File: src/rtl/cnn_layer_sequencer_pkg.sv
// cnn_ctrl_pkg: shared types and constants for the CNN layer sequencer.
//   seq_state_t         - sequencer FSM state encoding (3 bits)
//   layer_idx_w()       - width of a layer index for a given layer count
//   LAYER_IDX_W         - layer index width for the default 4-layer chain
//   DEF_TIMEOUT_CYCLES  - default per-layer watchdog limit
package cnn_ctrl_pkg;

  typedef enum logic [2:0] {
    S_IDLE   = 3'd0,
    S_SELECT = 3'd1,
    S_START  = 3'd2,
    S_WAIT   = 3'd3,
    S_FINISH = 3'd4,
    S_ERROR  = 3'd5
  } seq_state_t;

  localparam int unsigned DEF_TIMEOUT_CYCLES = 1048576;

  // A single-layer chain still needs a 1-bit index port.
  function automatic int unsigned layer_idx_w(input int unsigned n);
    return (n > 1) ? $clog2(n) : 1;
  endfunction

  localparam int unsigned LAYER_IDX_W = layer_idx_w(4);

endpackage

File: src/rtl/cnn_layer_sequencer_if.sv
// cnn_layer_sequencer_if: run control, engine handshake and status bundle.
//   master : host/engine side (drives run_req, abort, layer_mask, layer_done)
//   slave  : sequencer side (drives layer_start, layer_ena, busy, done,
//            error, err_layer, cur_layer, run_cycles)
interface cnn_layer_sequencer_if #(
  parameter int NUM_LAYERS = 4,
  parameter int RUNCNT_W   = 24
);
  localparam int LW = cnn_ctrl_pkg::layer_idx_w(NUM_LAYERS);

  logic                  run_req;
  logic                  abort;
  logic [NUM_LAYERS-1:0] layer_mask;
  logic [NUM_LAYERS-1:0] layer_done;
  logic [NUM_LAYERS-1:0] layer_start;
  logic [NUM_LAYERS-1:0] layer_ena;
  logic                  busy;
  logic                  done;
  logic                  error;
  logic [LW-1:0]         err_layer;
  logic [LW-1:0]         cur_layer;
  logic [RUNCNT_W-1:0]   run_cycles;

  modport master (
    output run_req, abort, layer_mask, layer_done,
    input  layer_start, layer_ena, busy, done, error, err_layer, cur_layer, run_cycles
  );

  modport slave (
    input  run_req, abort, layer_mask, layer_done,
    output layer_start, layer_ena, busy, done, error, err_layer, cur_layer, run_cycles
  );

endinterface

File: src/rtl/cnn_layer_sequencer_watchdog.sv
// layer_watchdog: per-layer timeout counter.
//   clk, rst : clock, synchronous active-high reset
//   clear    : restart the count (asserted in the START cycle)
//   en       : count this cycle (asserted in WAIT)
//   expired  : registered, high while the count sits at TIMEOUT_CYCLES-1
module layer_watchdog #(
  parameter int unsigned TIMEOUT_CYCLES = cnn_ctrl_pkg::DEF_TIMEOUT_CYCLES,
  parameter int unsigned TMR_W          = 21
) (
  input  logic clk,
  input  logic rst,
  input  logic clear,
  input  logic en,
  output logic expired
);
  localparam logic [TMR_W-1:0] LIMIT = TMR_W'(TIMEOUT_CYCLES - 1);

  logic [TMR_W-1:0] cnt, cnt_n;

  // Hold at the limit so a stalled engine can never wrap the count.
  always_comb begin
    cnt_n = cnt;
    if (clear)                   cnt_n = '0;
    else if (en && cnt != LIMIT) cnt_n = cnt + 1'b1;
  end

  // Comparing the next value makes expired line up with the count itself.
  always_ff @(posedge clk) begin
    if (rst) begin
      cnt     <= '0;
      expired <= 1'b0;
    end else begin
      cnt     <= cnt_n;
      expired <= (cnt_n == LIMIT);
    end
  end

endmodule

File: src/rtl/cnn_layer_sequencer.sv
// cnn_layer_sequencer: runs the enabled CNN layer engines in index order
// (start pulse -> wait for done -> next), gates each engine enable, guards
// every layer with a watchdog and reports status and run length.
//   clk, rst : clock, synchronous active-high reset
//   bus      : cnn_layer_sequencer_if.slave (run control, engine handshake, status)
module cnn_layer_sequencer
  import cnn_ctrl_pkg::*;
#(
  parameter int NUM_LAYERS     = 4,
  parameter int TIMEOUT_CYCLES = DEF_TIMEOUT_CYCLES,
  parameter int TMR_W          = 21,
  parameter int RUNCNT_W       = 24
) (
  input logic                  clk,
  input logic                  rst,
  cnn_layer_sequencer_if.slave bus
);
  localparam int LW   = layer_idx_w(NUM_LAYERS);
  // One extra code so idx can reach NUM_LAYERS ("all layers visited").
  localparam int IDXW = $clog2(NUM_LAYERS + 1);

  seq_state_t            state, state_n;
  logic [IDXW-1:0]       idx, idx_n;
  logic [LW-1:0]         idx_t;
  logic [NUM_LAYERS-1:0] mask_q, ena_q, ena_n, start_oh;
  logic                  err_q;
  logic [LW-1:0]         err_layer_q;
  logic [RUNCNT_W-1:0]   runc_q;
  logic                  wd_expired;
  logic                  act_done;

  assign idx_t    = idx[LW-1:0];
  assign act_done = bus.layer_done[idx_t];

  layer_watchdog #(
    .TIMEOUT_CYCLES(TIMEOUT_CYCLES),
    .TMR_W         (TMR_W)
  ) u_wd (
    .clk    (clk),
    .rst    (rst),
    .clear  (state == S_START),
    .en     (state == S_WAIT),
    .expired(wd_expired)
  );

  // State register plus run bookkeeping.
  always_ff @(posedge clk) begin
    if (rst) begin
      state       <= S_IDLE;
      idx         <= '0;
      mask_q      <= '0;
      ena_q       <= '0;
      err_q       <= 1'b0;
      err_layer_q <= '0;
      runc_q      <= '0;
    end else begin
      state <= state_n;
      idx   <= idx_n;
      ena_q <= ena_n;
      if (state == S_IDLE) begin
        if (bus.run_req) begin
          mask_q <= bus.layer_mask;
          err_q  <= 1'b0;
          runc_q <= '0;
        end
      end else if (runc_q != '1) begin
        runc_q <= runc_q + 1'b1;
      end
      // An abort landing on the ERROR cycle abandons the run without flagging it.
      if (state == S_ERROR && !bus.abort) begin
        err_q       <= 1'b1;
        err_layer_q <= idx_t;
      end
    end
  end

  // Next-state logic; abort overrides everything outside IDLE.
  always_comb begin
    state_n = state;
    idx_n   = idx;
    case (state)
      S_IDLE: if (bus.run_req) begin
        state_n = S_SELECT;
        idx_n   = '0;
      end
      S_SELECT: begin
        if (idx == IDXW'(NUM_LAYERS)) state_n = S_FINISH;
        else if (!mask_q[idx_t])      idx_n   = idx + 1'b1;
        else                          state_n = S_START;
      end
      S_START: state_n = S_WAIT;
      S_WAIT: begin
        if (act_done) begin
          idx_n   = idx + 1'b1;
          state_n = S_SELECT;
        end else if (wd_expired) begin
          state_n = S_ERROR;
        end
      end
      S_FINISH: state_n = S_IDLE;
      S_ERROR:  state_n = S_IDLE;
      default:  state_n = S_IDLE;
    endcase
    if (bus.abort && state != S_IDLE) state_n = S_IDLE;
  end

  // Output decode. ena is registered from the next state, so it covers
  // START..done cycle and falls on the cycle after the accepted done.
  always_comb begin
    start_oh = '0;
    ena_n    = '0;
    if (state == S_START) start_oh[idx_t] = 1'b1;
    if (state_n == S_START || state_n == S_WAIT) ena_n[idx_n[LW-1:0]] = 1'b1;
  end

  assign bus.layer_start = start_oh;
  assign bus.layer_ena   = ena_q;
  assign bus.busy        = (state != S_IDLE);
  assign bus.done        = (state == S_FINISH);
  assign bus.error       = err_q;
  assign bus.err_layer   = err_layer_q;
  assign bus.cur_layer   = idx_t;
  assign bus.run_cycles  = runc_q;

endmodule

File: src/flat_wrapper.sv
// flat-port wrapper written by rule: the top's interface ports become plain ports
module cnn_layer_sequencer_flat import cnn_ctrl_pkg::*;
#(
  parameter int NUM_LAYERS     = 4,
  parameter int TIMEOUT_CYCLES = DEF_TIMEOUT_CYCLES,
  parameter int TMR_W          = 21,
  parameter int RUNCNT_W       = 24
)
  (clk, rst, bus_run_req, bus_abort, bus_layer_mask, bus_layer_done, bus_layer_start, bus_layer_ena, bus_busy, bus_done, bus_error, bus_err_layer, bus_cur_layer, bus_run_cycles);
  cnn_layer_sequencer_if #(.NUM_LAYERS(NUM_LAYERS), .RUNCNT_W(RUNCNT_W)) bus_i ();
  input logic clk;
  input logic rst;
  input wire logic [$bits(bus_i.run_req)-1:0] bus_run_req;
  input wire logic [$bits(bus_i.abort)-1:0] bus_abort;
  input wire logic [$bits(bus_i.layer_mask)-1:0] bus_layer_mask;
  input wire logic [$bits(bus_i.layer_done)-1:0] bus_layer_done;
  output wire logic [$bits(bus_i.layer_start)-1:0] bus_layer_start;
  output wire logic [$bits(bus_i.layer_ena)-1:0] bus_layer_ena;
  output wire logic [$bits(bus_i.busy)-1:0] bus_busy;
  output wire logic [$bits(bus_i.done)-1:0] bus_done;
  output wire logic [$bits(bus_i.error)-1:0] bus_error;
  output wire logic [$bits(bus_i.err_layer)-1:0] bus_err_layer;
  output wire logic [$bits(bus_i.cur_layer)-1:0] bus_cur_layer;
  output wire logic [$bits(bus_i.run_cycles)-1:0] bus_run_cycles;
  assign bus_i.run_req = bus_run_req;
  assign bus_i.abort = bus_abort;
  assign bus_i.layer_mask = bus_layer_mask;
  assign bus_i.layer_done = bus_layer_done;
  assign bus_layer_start = bus_i.layer_start;
  assign bus_layer_ena = bus_i.layer_ena;
  assign bus_busy = bus_i.busy;
  assign bus_done = bus_i.done;
  assign bus_error = bus_i.error;
  assign bus_err_layer = bus_i.err_layer;
  assign bus_cur_layer = bus_i.cur_layer;
  assign bus_run_cycles = bus_i.run_cycles;
  cnn_layer_sequencer #(.NUM_LAYERS(NUM_LAYERS), .TIMEOUT_CYCLES(TIMEOUT_CYCLES), .TMR_W(TMR_W), .RUNCNT_W(RUNCNT_W)) u_core (.clk(clk), .rst(rst), .bus(bus_i));
endmodule
File: config.mk
export PLATFORM = sky130hd
export DESIGN_NAME = cnn_layer_sequencer_flat
export DESIGN_NICKNAME = d
export VERILOG_FILES = /design/src/rtl/cnn_layer_sequencer_pkg.sv /design/src/rtl/cnn_layer_sequencer_if.sv /design/src/rtl/cnn_layer_sequencer_watchdog.sv /design/src/rtl/cnn_layer_sequencer.sv /design/src/flat_wrapper.sv
export SDC_FILE = /design/constraint.sdc
export NUM_CORES = 1
export LEC_CHECK = 0
export ABC_AREA = 1
export CAP_MARGIN = 0
export CORE_UTILIZATION = 35
export CTS_CLUSTER_SIZE = 40
export DETAILED_ROUTE_END_ITERATION = 10
export HOLD_SLACK_MARGIN = 0.12
export PLACE_DENSITY_LB_ADDON = 0.2
export RECOVER_POWER = 50
export SYNTH_ARGS = -nofsm -noshare
export SYNTH_HDL_FRONTEND = slang
export SYNTH_SLANG_ARGS = --single-unit
File: constraint.sdc
create_clock -name clk -period 2.5 [get_ports clk]
set_input_delay 0.25 -clock clk [delete_from_list [all_inputs] [get_ports clk]]
set_output_delay 0.25 -clock clk [all_outputs]
set_load 0.01 [all_outputs]
# --- After elaboration in Yosys (flattened, before gate mapping) ---
# Index checks and enable logic that the tools add are counted.
totals:
  register_bits: 63
  wordCells: 80
classes:
  addsub: 3
  order_cmp: 4
  eq_ne: 15
  n_mux: 29
  bitwise_logic: 1
  n_reduce_logical: 18
op_table:
  columns: ["op", "n"]
  rows:
  - ["24-bit 2-to-1 mux", 3]
  - ["21-bit 2-to-1 mux", 2]
  - ["3-bit 2-to-1 mux", 10]
  - ["24-bit by 1-bit adder with 24-bit output (second input constant)", 1]
  - ["24-bit inequality test (second input constant)", 1]
  - ["21-bit by 1-bit adder with 21-bit output (second input constant)", 1]
  - ["21-bit by 20-bit == test with 1-bit output (second input constant)", 1]
  - ["21-bit by 20-bit inequality test with 1-bit output (second input constant)", 1]
  - ["3-bit by 2-bit == test with 1-bit output (second input constant)", 4]
  - ["3-bit case mux with 4 select lines", 1]
  - ["3-bit == test (second input constant)", 3]
  - ["3-bit case mux with 3 select lines", 1]
  - ["1-bit 2-to-1 mux", 7]
  - ["2-bit by 3-bit < comparator with 1-bit output (second input constant)", 2]
  - ["2-bit inequality test (second input constant)", 3]
  - ["2-bit AND reduction", 3]
  - ["2-bit nonzero test", 3]
  - ["3-bit nonzero test", 2]
  - ["1-bit logical AND", 5]
  - ["5-bit AND reduction", 1]
  - ["1-bit binary-select mux with 2-bit select", 2]
  - ["1-bit demux with 2-bit select", 2]
  - ["2-bit by 1-bit >= comparator with 1-bit output (second input constant)", 2]
  - ["4-bit 2-to-1 mux", 1]
  - ["other kinds (8)", 8]

# --- Longest topological paths before layout ---
# Gate-level depths: netlist of run 1.
depth:
  ltp_word: 10
  ltp_mapped: 14
  mapped_depth_nobuf: 14

# --- Modules after synthesis ---
# From an unflattened synthesis of run 1, not the netlist that was laid out.
hier_totals:
  hier_cells: 627
  hier_area_um2: 3877.5
by_module_without_submodules:
  columns: ["module", "n_inst", "cells_each", "area_each_um2", "seq_area_each_um2"]
  rows:
  - ["cnn_layer_sequencer", 1, 367, 2366.0, 820.8]
  - ["layer_watchdog", 1, 260, 1511.4, 440.4]

# --- Worst setup path before layout of run 1 ---
# No wires, ideal clock.
synth_timing:
  path_type: "reg2reg"
  from: "register u_core.runc_q[0] (netlist: u_core.bus.run_cycles[0])"
  to: "register u_core.runc_q[14] (netlist: u_core.bus.run_cycles[14])"
  setup_time_ps: 67
  arrival_ps: 1750
  setup_slack_ps: 682
  path_stages_with_launch: 13
  synth_period_minus_slack_ps: 1818
  cell_sequence: "dfxtp_1 -> ha_1 -> nand2_1 -> nor2_1 -> nand2_2 -> nor2_4 -> nand2_1 -> nand2_2 -> nand2_4 -> clkinv_2 -> buf_6 -> nand2_1 -> a21oi_2"
synth_between:
  elab_chain_len: 3
  word_cells_on_any_way: 6
  cone_classes: "add/sub (1); eq/ne (1); mux (2); reduce/logical (2)"
synth_lines:
  columns: ["item", "line_no", "source"]
  rows:
  - ["start, declared", "cnn_layer_sequencer.sv:28", "logic [RUNCNT_W-1:0] runc_q;"]
  - ["start signal, assigned", "cnn_layer_sequencer.sv:67", "runc_q <= runc_q + 1'b1;"]
  - ["24-bit by 1-bit adder with 24-bit output or 24-bit inequality test (tied branches)", "cnn_layer_sequencer.sv:67, cnn_layer_sequencer.sv:66", null]
  - ["24-bit 2-to-1 mux or 2-bit nonzero test (tied branches)", null, null]
  - ["24-bit 2-to-1 mux or 2-bit AND reduction (tied branches)", null, null]
# Parallel ways exist; a longest one is shown, timed or not. The select of a mux whose other input is x is not followed.
# A chain may end at the register's enable or synchronous reset.

# --- Worst setup path in the final report of run 1 ---
layout_timing:
  from: "register u_core.state[2]"
  to: "output port bus_layer_start[1]"
layout_between:
  elab_chain_len: 2
layout_lines:
  columns: ["item", "line_no", "source"]
  rows:
  - ["start, declared", "cnn_layer_sequencer.sv:22", "seq_state_t state, state_n;"]
  - ["start signal, assigned", "cnn_layer_sequencer.sv:57", "state <= state_n;"]
  - ["3-bit by 2-bit == test with 1-bit output", "cnn_layer_sequencer.sv:112", "if (state == S_START) start_oh[idx_t] = 1'b1;"]
  - ["4-bit 2-to-1 mux", "cnn_layer_sequencer.sv:112", null]
  - ["end, declared", "flat_wrapper.sv:17", "output wire logic [$bits(bus_i.layer_start)-1:0] bus_layer_start;"]
# No other way between the ends.

==> metrics.yaml, run 1 <==
syn_area_um2: 3786
synth_compound_area_share_pct: 9.980
synth_cell_type_count: 34
antenna_found_initial: 0
tightest_slew_ps: 542.1
drtIter0Drc: 195
portBuffers: 50
coreArea_um2: 10420
hold_violations: 0
synthCells: 598
outcome: "completed"
dpl.hpwl_um: 7902
gr-total-overflow: 0
cts.clk_slew.worst_paths_ps: 70
vias: 3928
cts_tree: "yes"
yosys.area_share.adder_pct: 1.983
critPathKind: "reg -> out"
die_h_um: 106.0
place_area_um2: 4415
drt-vias-per-instance: 4.953
period_share_pct: 91.01
worstPathRequired_ps: 2250
ant_nets: 0
syn_nets: 616
finalWirelength_um: 10300
max_stage_delay_ps: 550
synth.mux.area_fraction_pct: 0
synth_top_area_share_pct: 33.31
worstPathCellList: "inv_1, nand2_1, nor2_1, inv_1, nor2_1, clkdlybuf4s50_1"
dr.pass1.iters: 5
max_slew_margin_pct: 63.59
die-area_um2: 11240
p_leak_nw: 1.849
fmax_mhz: 439.5
layout_common_cells: "161 x nand2_1, 87 x nor2_1, 72 x inv_1, 63 x dfxtp_1, 51 x nand3_1"
rows: 37
fin_nets: 671
finalSetupTns_ps: 0
area_growth_syn_to_layout_pct: 20.72
p_per_area_nw_per_um2: 485.8
grt_pass1_wl_um: 17480
whs_ps: 463.4
ys_ff_latch: 63
start_util_pct: 36.35
fin_crit_ps: 2275
fin_worst_skew_ps: 8.152
clock_latency_ps: 340
synth-simple-area-share_pct: 41.90
cts_buffers: 9
slew_violations: 0
irDropWorstVdd_mv: 0.3130
startpoint_type: "flip-flop"
final_common_cell: "nand2_1"
ctsHoldBuffers: 0
synth_top_family_by_area: "simple AND/OR/NAND/NOR gates"
slowest_stage: "clkdlybuf4s50_1"
critPathMaxFanout: 14
hp-class: "reg -> reg"
ios: 51
fin_ws_ps: 224.7
grt_max_degree: 17
fin_area_um2: 4571
syn_area_per_cell_um2: 6.331
cap_violations: 0
gp_congestion: 0.9026
pre_cts_slack_ps: 265.7
drc: 0
layout-drive-gt1-share_pct: 7.763
synth_top_area_cell: "dfxtp_1"
setup_viol: 0
cp_data_arrival_time_ps: 2030
cts-root-buf: "clkbuf_8"
synth-xor-area-share_pct: 2.776
cts_sinks: 63
diodes: 0
rsz0062_at_grt: "false"
grt_pass1_vias: 3751
synth_top_cells_by_area: "dfxtp_1 33%, nand2_1 16%, nor2_1 8.5%, inv_1 7.1%, nand3_1 6.6%"
htree_levels: 3
grt.total_usage_pct: 19.58
yosysSeqAreaShare_pct: 33.31
chipWidth_um: 106.0
ys_warn_count: 0
clockBufferDepth: 2
end_kind: "primary output"
post_drt_wl_per_cell_um: 12.99
## critical path, delay by kind of cell (launching register included)
family | cells | cell delay (ps)
buf+inv | 3 | 930
simple gates | 3 | 390
flops | 1 | 350
## layer usage
metal  track usage, %  wire length, um  part of all wire (%)
met2            31.42             4760                    46
met4            8.730              253                   2.5
met3            3.372              481                   4.7
met1            25.67             4805                    47
met5                0                0                     0
## logic make-up (layout without fill, tap and decap cells)
group,count (synthesis),after routing
compound gates,72,72
xor+xnor,12,12
fa+ha+maj,6,6
buf+inv,89,148
flops,63,63
simple gates,356,356
## where the power goes
group	internal [mW]	switching [mW]	total (mW)
logic	0.124	0.265	0.389
clock network	0.376	0.387	0.763
registers	1.03	0.0334	1.07
## registers in the layout, indices dropped and copies added, names as in the netlist
signal and flops:
u_core.bus.run_cycles 24, u_core.u_wd.cnt 21, u_core.bus.layer_ena 4, u_core.mask_q 4, u_core.idx 3, u_core.state 3, u_core.bus.err_layer 2, u_core.bus.error 1
u_core.u_wd.expired 1
## synth_stat cells
master / count
buf_4: 2
o21ai_0: 22
nand3_1: 50
nand2_2: 4
nand4_1: 10
nand2_4: 1
nor4_2: 1
clkinv_2: 1
inv_1: 72
nor3_2: 2
inv_2: 3
nor2_1: 86
nor2_2: 6
o21bai_1: 3
nor4_4: 1
xnor2_1: 2
dfxtp_1: 63
clkbuf_1: 6
xor2_1: 10
ha_1: 6
o22ai_1: 1
buf_6: 5
a21oi_1: 43
a31oi_1: 1
nor4_1: 3
nand2_1: 162
a31o_2: 1
nor3_1: 14
nor2_4: 3
a21oi_2: 1
nand3_2: 2
or2_2: 6
and3_1: 2
nand3b_1: 3
## worst paths after layout
path / startpoint / endpoint / slack, ps / depth (start not counted)
hold / removal: u_core.mask_q[1] / u_core.mask_q[1] / 460 / 2
setup / recovery: u_core.state[2] / bus_layer_start[1] / 220 / 6
setup reg to reg: u_core.u_wd.cnt[0] / u_core.u_wd.expired / 270 / 14
hold reg to reg: u_core.mask_q[1] / u_core.mask_q[1] / 460 / 2
## cell type report
class / instances / area [um2]
clock buffers: 11 / 141.4
well taps: 136 / 170.2
repair buffers: 57 / 549.3
flip-flops and latches: 63 / 1261
clock inverters: 4 / 22.52
inverters: 76 / 286.5
multi-input cells: 446 / 2140
fillers: 1100 / 5846
## repair_timing
item,4_1_cts,5_1_grt
hold endpoints to repair,0,0
gates resized for setup,0,2
setup endpoints to repair,0,2
buffers inserted,0,0
## metrics by stage
stage          instances  power (mW)  util [%]
2_1_floorplan        598       1.362         -
3_3_place_gp         778       1.475     42.39
3_5_place_dp         778       1.484     42.39
4_1_cts              793       2.260     43.96
5_1_grt              793       2.351     43.88
6_report             793       2.220     43.88
Power figures use the tool's default switching activity.
==> run 2: changes to the inputs <==
--- a/config.mk
+++ b/config.mk
@@ -7,6 +7,7 @@
 export LEC_CHECK = 0
 export ABC_AREA = 1
 export CAP_MARGIN = 0
+export CORE_ASPECT_RATIO = 0.9
 export CORE_UTILIZATION = 35
 export CTS_CLUSTER_SIZE = 40
 export DETAILED_ROUTE_END_ITERATION = 10
==> metrics.yaml, run 2 (synthesis gave the netlist of run 1 again) <==
fin_area_um2: 4722  # +3.3%
grt_pass1_wl_um: 17500  # +0.12%
gr-total-overflow: 0  # unchanged
layout-drive-gt1-share_pct: 8.182  # +0.42 points
fin_crit_ps: 2247  # -28.14 ps
p_leak_nw: 1.919  # +3.8%
cap_violations: 0  # unchanged
whs_ps: 458.6  # -4.748 ps
layout_common_cells: "161 x nand2_1, 86 x nor2_1, 72 x inv_1, 63 x dfxtp_1, 51 x nand3_1"
rsz0062_at_grt: "false"
start_util_pct: 36.48  # +0.13 points
hp-class: "reg -> reg"
fillCellCount: 1065  # -3.2%
gp_congestion: 0.9491  # +5.2%
htree_levels: 3  # unchanged
cts.clk_slew.worst_paths_ps: 60  # about the same
final_cells: 789  # -0.50%
worstPathRequired_ps: 2250  # about the same
place_inst: 773  # -0.64%
cts_setup_buffers: 0  # unchanged
critPathKind: "reg -> out"
ios: 51  # unchanged
final_common_cell: "nand2_1"
p_per_area_nw_per_um2: 588.7  # +21%
violations: "design-rule violations"
tightest_slew_ps: 588.2  # +46.16 ps
finalWirelength_um: 10460  # +1.5%
max_slew_margin_pct: 60.79  # -2.8 points
clock_latency_ps: 330  # about the same
portBuffers: 50  # unchanged
die-area_um2: 11240  # about the same
period_share_pct: 89.89  # -1.1 points
chipWidth_um: 111.6  # +5.3%
cts_buffers: 9  # unchanged
cts_sinks: 63  # unchanged
fin_nets: 673  # +0.30%
critPathMaxFanout: 14  # unchanged
grt.total_usage_pct: 19.53  # -0.051 points
power.total_mw: 2.780  # +25%
coreArea_um2: 10380  # -0.36%
drt-vias-per-instance: 5.001  # +0.97%
place_area_um2: 4422  # +0.14%
rows: 35  # -5.4%
groute.layer.met1.usage_pct: 27.14  # +1.5 points
drc: 3  # +3
grt_max_degree: 29  # +12
ant_nets: 0  # unchanged
grt-busiest-layer: "met2"
cp_data_arrival_time_ps: 2000  # -30 ps
post_drt_wl_per_cell_um: 13.25  # +2.0%
cts-root-buf: "clkbuf_16"
area_growth_syn_to_layout_pct: 24.72
cts_tree: "yes"
outcome: "finished, violations left"
largest_reg_flops: 24  # unchanged
grt_use_met2_pct: 29.86  # -1.6 points
startpoint_type: "flip-flop"
drtIter0Drc: 285  # +46%
irDropWorstVdd_mv: 0.3318  # +6.0%
fin_worst_skew_ps: 9.044  # +0.8912 ps
hold_violations: 0  # unchanged
antenna_found_initial: 0  # unchanged
end_kind: "primary output"
clockBufferDepth: 2  # unchanged
grt_pass1_vias: 3599  # -4.1%
diodes: 0  # unchanged
vias: 3946  # +0.46%
die_h_um: 100.7  # -5.0%
dr.pass1.iters: 10  # +5
finalSetupTns_ps: 0  # unchanged
setup_viol: 0  # unchanged
use_met3_pct: 4.630  # +1.3 points
dpl.hpwl_um: 7832  # -0.88%
fmax_mhz: 445.0  # +1.3%
slew_violations: 0  # unchanged
run 2: cell count changes in the layout (fill, tap and decap cells not counted), moves of 3 or more:
| cell | delta |
|---|---|
| clkbuf_16 | +9 |
| clkbuf_8 | -9 |
| clkinv_2 | -3 |
| inv_6 | +3 |
run 2: metrics by stage:
| step | util, % | worst slack [ps] |
|---|---|---|
| after floorplan | - | 682.3 |
| after global placement | 42.60 | 317.3 |
| after detailed placement | 42.60 | 257.1 |
| after CTS | 45.63 | 223.5 |
| after global routing | 45.50 | 47.88 |
| final | 45.50 | 252.8 |
run 2: layer usage:
metal | vias up | wire length, um
met4 | 0 | 208
li1 | 2026 | -
met3 | 18 | 669
met1 | 1779 | 5133
met2 | 123 | 4445
met5 | - | 0
run 2: worst max-delay path, stage by stage (launching register included):
cell and delay, ps:
dfxtp_1 340, inv_1 110, nand2_1 80, nor2_1 120, inv_1 270, nor2_1 190, clkdlybuf4s50_1 550
run 2: area by class of cell:
class | instances | area, um2 | area share (%)
inverter | 76 | 286.5 | 6.068
clock buffer | 10 | 239.0 | 5.061
timing repair buffer | 59 | 556.8 | 11.79
tap | 129 | 161.4 | 3.418
sequential | 63 | 1261 | 26.71
clock inverter | 6 | 75.07 | 1.590
multi-input combinational | 446 | 2142 | 45.36
run 2: where the power goes:
group          switching, mW  internal (mW)
combinational          0.269          0.128
sequential            0.0333           1.04
clock                  0.498          0.816
run 2: what timing repair did:
| item | in CTS | in global routing |
|---|---|---|
| hold buffers | 0 | 0 |
| resized for setup | 0 | 1 |
| endpoints found under the setup margin | 0 | 1 |
run 2: path summary, 6_finish.rpt:
| path | startpoint | endpoint | slack [ps] | depth (start not counted) |
|---|---|---|---|---|
| worst max register to register | u_core.u_wd.cnt[0] | u_core.u_wd.expired | 270 | 13 |
| worst min register to register | u_core.mask_q[1] | u_core.mask_q[1] | 460 | 2 |
| worst min-delay path | u_core.mask_q[1] | u_core.mask_q[1] | 460 | 2 |
| worst max-delay path | u_core.state[2] | bus_layer_start[3] | 250 | 6 |
